==> src/rtl/anim_pkg.sv <==
// Shared types and constants for the sprite animation sequencer.
package anim_pkg;

    typedef enum logic [1:0] {IDLE, ATK, PUN, DEAD} anim_state_t;
    typedef enum logic [1:0] {REQ_NONE, REQ_ATK, REQ_PUN, REQ_DEAD} key_req_t;

    localparam logic [7:0] KEY_W   = 8'h1A;
    localparam logic [7:0] KEY_S   = 8'h16;
    localparam logic [7:0] KEY_ESC = 8'h29;

    localparam logic [7:0] SPR_IDLE = 8'h00;
    localparam logic [7:0] SPR_ATK  = 8'h10;
    localparam logic [7:0] SPR_PUN  = 8'h18;
    localparam logic [7:0] SPR_DEAD = 8'h20;

    function automatic key_req_t decode_key(input logic [7:0] key);
        case (key)
            KEY_W:   return REQ_ATK;
            KEY_S:   return REQ_PUN;
            KEY_ESC: return REQ_DEAD;
            default: return REQ_NONE;
        endcase
    endfunction

endpackage

==> src/rtl/vs_edge_sync.sv <==
// Synchronises an active-low async strobe (vs/hs) into clk and emits a
// registered one-cycle pulse on each falling edge.
module vs_edge_sync (
    input  logic clk,
    input  logic reset,
    input  logic sig_n,
    output logic pulse
);

    logic s1, s2, s3;
    logic fill1, fill2, armed;

    // The sync flops reset high, so a line held low across reset would look
    // like a fall; pulses are only allowed once a genuine high has been seen.
    always_ff @(posedge clk) begin
        if (reset) begin
            s1    <= 1'b1;
            s2    <= 1'b1;
            s3    <= 1'b1;
            fill1 <= 1'b0;
            fill2 <= 1'b0;
            armed <= 1'b0;
            pulse <= 1'b0;
        end else begin
            s1    <= sig_n;
            s2    <= s1;
            s3    <= s2;
            fill1 <= 1'b1;
            fill2 <= fill1;
            armed <= armed | (fill2 & s2);
            pulse <= armed & s3 & ~s2;
        end
    end

endmodule

==> src/rtl/sprite_anim_seq.sv <==
// Frame-rate character animation sequencer: idle loop, one-shot attack and
// punch sequences, terminal dead pose; steps once every HOLD_FRAMES frames.
module sprite_anim_seq
    import anim_pkg::*;
#(
    parameter int HOLD_FRAMES = 4,
    parameter int IDLE_LEN    = 5,
    parameter int ATK_LEN     = 4,
    parameter int PUN_LEN     = 4
) (
    input  logic       Clk,
    input  logic       Reset,
    input  logic       vs,
    input  logic [7:0] keycode,
    output logic [7:0] Sprite,
    output logic       frame_tick,
    output logic       busy
);

    localparam logic [3:0] HOLD_LAST = 4'(HOLD_FRAMES - 1);
    localparam logic [3:0] IDLE_LAST = 4'(IDLE_LEN - 1);
    localparam logic [3:0] ATK_LAST  = 4'(ATK_LEN - 1);
    localparam logic [3:0] PUN_LAST  = 4'(PUN_LEN - 1);

    anim_state_t state, nxt_state;
    logic [3:0]  step, nxt_step;
    logic [3:0]  hold_cnt;
    logic        advance;
    key_req_t    req;

    function automatic logic [7:0] sprite_for(input anim_state_t s, input logic [3:0] st);
        case (s)
            IDLE:    return SPR_IDLE + {4'd0, st};
            ATK:     return SPR_ATK + {4'd0, st};
            PUN:     return SPR_PUN + {4'd0, st};
            default: return SPR_DEAD;
        endcase
    endfunction

    vs_edge_sync u_vs_sync (
        .clk   (Clk),
        .reset (Reset),
        .sig_n (vs),
        .pulse (frame_tick)
    );

    assign advance = frame_tick && (hold_cnt == HOLD_LAST);

    always_comb begin
        req       = decode_key(keycode);
        nxt_state = state;
        nxt_step  = step;
        if (advance) begin
            case (state)
                IDLE: begin
                    case (req)
                        REQ_ATK:  begin nxt_state = ATK; nxt_step = '0; end
                        REQ_PUN:  begin nxt_state = PUN; nxt_step = '0; end
                        REQ_DEAD: begin nxt_state = DEAD; nxt_step = '0; end
                        default:  nxt_step = (step == IDLE_LAST) ? 4'd0 : step + 4'd1;
                    endcase
                end
                ATK: begin
                    if (req == REQ_DEAD) begin
                        nxt_state = DEAD;
                        nxt_step  = '0;
                    end else if (step == ATK_LAST) begin
                        nxt_state = IDLE;
                        nxt_step  = '0;
                    end else begin
                        nxt_step = step + 4'd1;
                    end
                end
                PUN: begin
                    if (req == REQ_DEAD) begin
                        nxt_state = DEAD;
                        nxt_step  = '0;
                    end else if (step == PUN_LAST) begin
                        nxt_state = IDLE;
                        nxt_step  = '0;
                    end else begin
                        nxt_step = step + 4'd1;
                    end
                end
                default: ;
            endcase
        end
    end

    // Outputs are derived from the next state so they land on the same edge.
    always_ff @(posedge Clk) begin
        if (Reset) begin
            state    <= IDLE;
            step     <= '0;
            hold_cnt <= '0;
            Sprite   <= SPR_IDLE;
            busy     <= 1'b0;
        end else begin
            state  <= nxt_state;
            step   <= nxt_step;
            Sprite <= sprite_for(nxt_state, nxt_step);
            busy   <= (nxt_state == ATK) || (nxt_state == PUN);
            if (frame_tick)
                hold_cnt <= (hold_cnt == HOLD_LAST) ? 4'd0 : hold_cnt + 4'd1;
        end
    end

endmodule

==> config.mk <==
export PLATFORM = sky130hd
export DESIGN_NAME = sprite_anim_seq
export DESIGN_NICKNAME = d
export VERILOG_FILES = /design/src/rtl/anim_pkg.sv /design/src/rtl/vs_edge_sync.sv /design/src/rtl/sprite_anim_seq.sv
export SDC_FILE = /design/constraint.sdc
export NUM_CORES = 1
export LEC_CHECK = 0
export CORE_MARGIN = 5
export CORE_UTILIZATION = 46
export CTS_CLUSTER_SIZE = 12
export DETAILED_ROUTE_END_ITERATION = 8
export PLACE_DENSITY = 0.82
export SYNTH_ARGS = -nofsm -noshare
export SYNTH_HDL_FRONTEND = slang
export SYNTH_SLANG_ARGS = --single-unit
==> constraint.sdc <==
create_clock -name Clk -period 2.69 [get_ports Clk]
set_input_delay 0.807 -clock Clk [delete_from_list [all_inputs] [get_ports Clk]]
set_output_delay 0.807 -clock Clk [all_outputs]
set_load 0.1 [all_outputs]
==> impl_summary.txt <==
----------------------------------------------------
[Status]
  Status ... completed

[Clock tree]
  Hold Buf Count CTS ... 0
  CTS max path bufs ... 2
  Clock slew at reported path FFs ... 0.13 ns
  CTS Sinks ... 24
  Depth of the CTS H-tree ... 1
  Clock latency at the later pin of the worst-skew pair ... 0.31 ns
  Cts bufs inserted ... 3
  Clock tree from TritonCTS ... built
  Root Driver ... clkbuf_4

[Synthesis]
  Count of distinct cell types in the synthesized netlist ... 48
  Cells taking the most area after synthesis ... dfxtp_1 40%, ha_1 9.3%, nor2_1 6.5%
  Synthesis Warnings ... 0
  Most frequent cell after synthesis ... dfxtp_1
  Synthesis-stage register bit count ... 24
  Commonest register cell after synthesis ... dfxtp_1
  Cell area after synthesis ... 0.00122 sq mm
  Most frequent cells after synthesis ... 24 x dfxtp_1, 21 x nor2_1, 10 x inv_1
  Proportion of synthesized flip-flops having asynchronous set or reset ... 0%
  Count of mapped cells out of synthesis ... 130
  Area share of the largest cell type after synthesis ... 39.5%
  Fraction of the yosys area taken by sequential cells ... 39.5%
  Most area-hungry cell type in the Yosys netlist ... dfxtp_1
  Syn_area_per_cell ... 9.36 sq um
  Count of flip-flops with a built-in enable after synthesis ... 0

[Timing]
  Max Slew Vio Count ... 0
  Final Hold Violating Endpoints ... 0
  Layout Skew ... 0.00442 ns
  Fin Setup TNS ... 0 ns
  Fmax ... 377 MHz
  Final min period ... 2.66 ns
  Share of the clock period used by the worst path ... 98.7%
  Final setup violation count ... 0
  Worst Slack Setup Final ... 0.0343 ns

[Worst setup path]
  Cell count of the worst reg-to-reg path ... 10
  Highest fanout seen on the critical path ... 5
  Crit Reg-Reg Endpoint ... Sprite[4]
  Arrival time of data at the critical path endpoint ... 2.87 ns
  Critical path startpoint category ... input port
  FF-to-FF setup slack ... 0.22 ns
  CP Data Required Time ... 2.90 ns
  Critical Path Sink Type ... flip-flop
  Critical register-to-register path startpoint ... step[0]
  Critical path class ... input port to flip-flop

[Hold path]
  Destination of the worst hold path ... u_vs_sync.pulse
  Hold Crit Start ... u_vs_sync.s3
  Number of cells traversed by the worst hold path ... 2
  Type of the most critical hold path ... flip-flop to flip-flop

[Cells and area]
  Layout cell share with drive strength beyond 1 ... 42.4%
  # fillers ... 176
  Nets@finish ... 191
  Count of antenna diodes in the layout ... 0
  Layout-stage area growth over the synthesis result ... 41.3%

[Pwr]
  Sequential fraction of design power ... 59.2%
  Power per Cell Area ... 356 mW/mm^2
  Net switching power ... 140 uW
  Combinational share of power ... 10.3%
  Leakage ... 0.000698 uW
  Highest ir drop seen on vdd ... 418 uV
  Proportion of power drawn by the clock network ... 30.5%
  Total internal power ... 470 uW
  Switching fraction of total power ... 23.0%

[Global route]
  Vias in the first global route ... 1087
  Remaining global-route overflow ... 0
  First-pass GRT wire length ... 4790 um
  Busiest layer in global routing ... met2
  Global-route total usage across every layer ... 17.1%
  Antenna violations before repair ... 0
  Largest net degree at the start of global routing ... 19
  Met3 capacity usage during global routing ... 5.03%
  Global routing usage on met1 ... 20.8%
  Met2 usage ... 28.2%

[Drt]
  Iter 0 DRT Violations ... 39
  DR vias/cell ... 5.37
  Number of nets with antenna violations after routing ... 0
  Overall via count from detail_route ... 1073
  1st-pass router iterations ... 4
  Post-DR wirelength/cell ... 14.7 um
  Drt drc ... 0
  Total length of routed wires ... 2930 um

[Die]
  IO Count ... 21
  Placeable core area ... 0.00250 sq mm
  Die X-Extent ... 61.4 um
  Chip Height ... 61.4 um
  Number of standard-cell rows in the floorplan ... 18
  Full die area ... 0.00377 sq mm
  Starting Density ... 48.6%

[Place]
  PortBufs ... 18
  DP Wirelength ... 1840 um
  Post-Place Setup Slack ... -0.611 ns
  Final weighted congestion in routability-driven placement ... 0.852

[Run]
  Max capacitance violation total ... 0

----------------------------------------------------
worst max-delay path by stage:
stage | start | end | slack [ns] | depth (start not counted)
after floorplan | keycode[2] | Sprite[2] | 0.005 | 11
after global placement | keycode[5] | Sprite[3] | -0.56 | 10
after detailed placement | keycode[2] | Sprite[2] | -0.61 | 12
after CTS | keycode[6] | Sprite[2] | 0.005 | 11
after global routing | keycode[1] | Sprite[3] | -0.003 | 10
final | keycode[1] | Sprite[2] | 0.03 | 11
layout make-up:
class,instances,area [sq um],share of cell area (%)
well taps,30,37.5,2.18
flip-flops and latches,24,482,28.0
repair buffers,39,297,17.3
clock buffers,4,36.3,2.11
inverters,11,41.3,2.40
multi-input cells,92,825,48.0
stage by stage:
| stage | util [%] | cells | total power (uW) | cell area, sq um | hold WS [ns] |
|---|---|---|---|---|---|
| floorplan | - | 131 | 405 | 1240 | 0.389 |
| global placement | 60.8 | 189 | 429 | 1520 | 0.395 |
| detailed placement | 60.8 | 189 | 431 | 1520 | 0.404 |
| CTS | 66.7 | 198 | 616 | 1670 | 0.430 |
| global route | 68.7 | 200 | 644 | 1720 | 0.437 |
| finish | 68.7 | 200 | 611 | 1720 | 0.424 |
layout by cell type, fill, tap and decap left out, types with 3 or more instances in the layout:
master and count:
buf_4 28, dfxtp_1 23, nor2_1 19, inv_1 9, nand2_1 5, ha_1 5
or2_2 4, a21oi_1 4, ha_4 4, clkbuf_2 4, dlygate4sd2_1 4, clkbuf_4 3
layer usage:
layer	wire (um)	part of all wire, %
met4	99	3.4
met1	1210	41
met3	123	4.2
met2	1500	51
met5	0	0
what timing repair did:
| action | 4_1_cts | 5_1_grt |
|---|---|---|
| setup endpoints to repair | 6 | 5 |
| pin swaps | 11 | 8 |
| setup buffers | 5 | 2 |
| gates resized for setup | 26 | 16 |
kinds of logic after synthesis:
kind of cell | count (synthesis) | share of synthesized area, %
AO/OA/AOI/OAI | 28 | 17.0
XOR/XNOR | 3 | 2.16
adder cells (fa/ha/maj) | 9 | 9.26
buffers and inverters | 15 | 5.25
flip-flops | 24 | 39.5
multiplexers | 2 | 1.75
other | 1 | 0.308
AND/OR/NAND/NOR | 48 | 24.8
power groups by stage:
| stage | registers [uW] | logic, uW | clock network (uW) |
|---|---|---|---|
| 2_1_floorplan | 370 | 34.6 | 0 |
| 3_3_place_gp | 370 | 59.8 | 0 |
| 3_5_place_dp | 370 | 61.2 | 0 |
| 4_1_cts | 362 | 61.3 | 193 |
| 5_1_grt | 363 | 66.9 | 214 |
| 6_report | 362 | 62.6 | 186 |
registers in the layout (all words and copies together), names as in the netlist:
register,cells
Sprite,6
hold_cnt,4
step,4
state,2
busy,1
u_vs_sync.armed,1
u_vs_sync.fill1,1
u_vs_sync.fill2,1
u_vs_sync.pulse,1
u_vs_sync.s1,1
u_vs_sync.s2,1
u_vs_sync.s3,1
critical path, cell delays in order:
cell	delay, ns
dlygate4sd2_1	0.25
or4bb_4	0.58
buf_6	0.16
o22ai_2	0.13
a22o_2	0.19
a21oi_4	0.10
ha_4	0.18
o31ai_4	0.26
nor2_1	0.07
nand2_1	0.07
o31ai_1	0.07
Power figures use the tool's default switching activity.
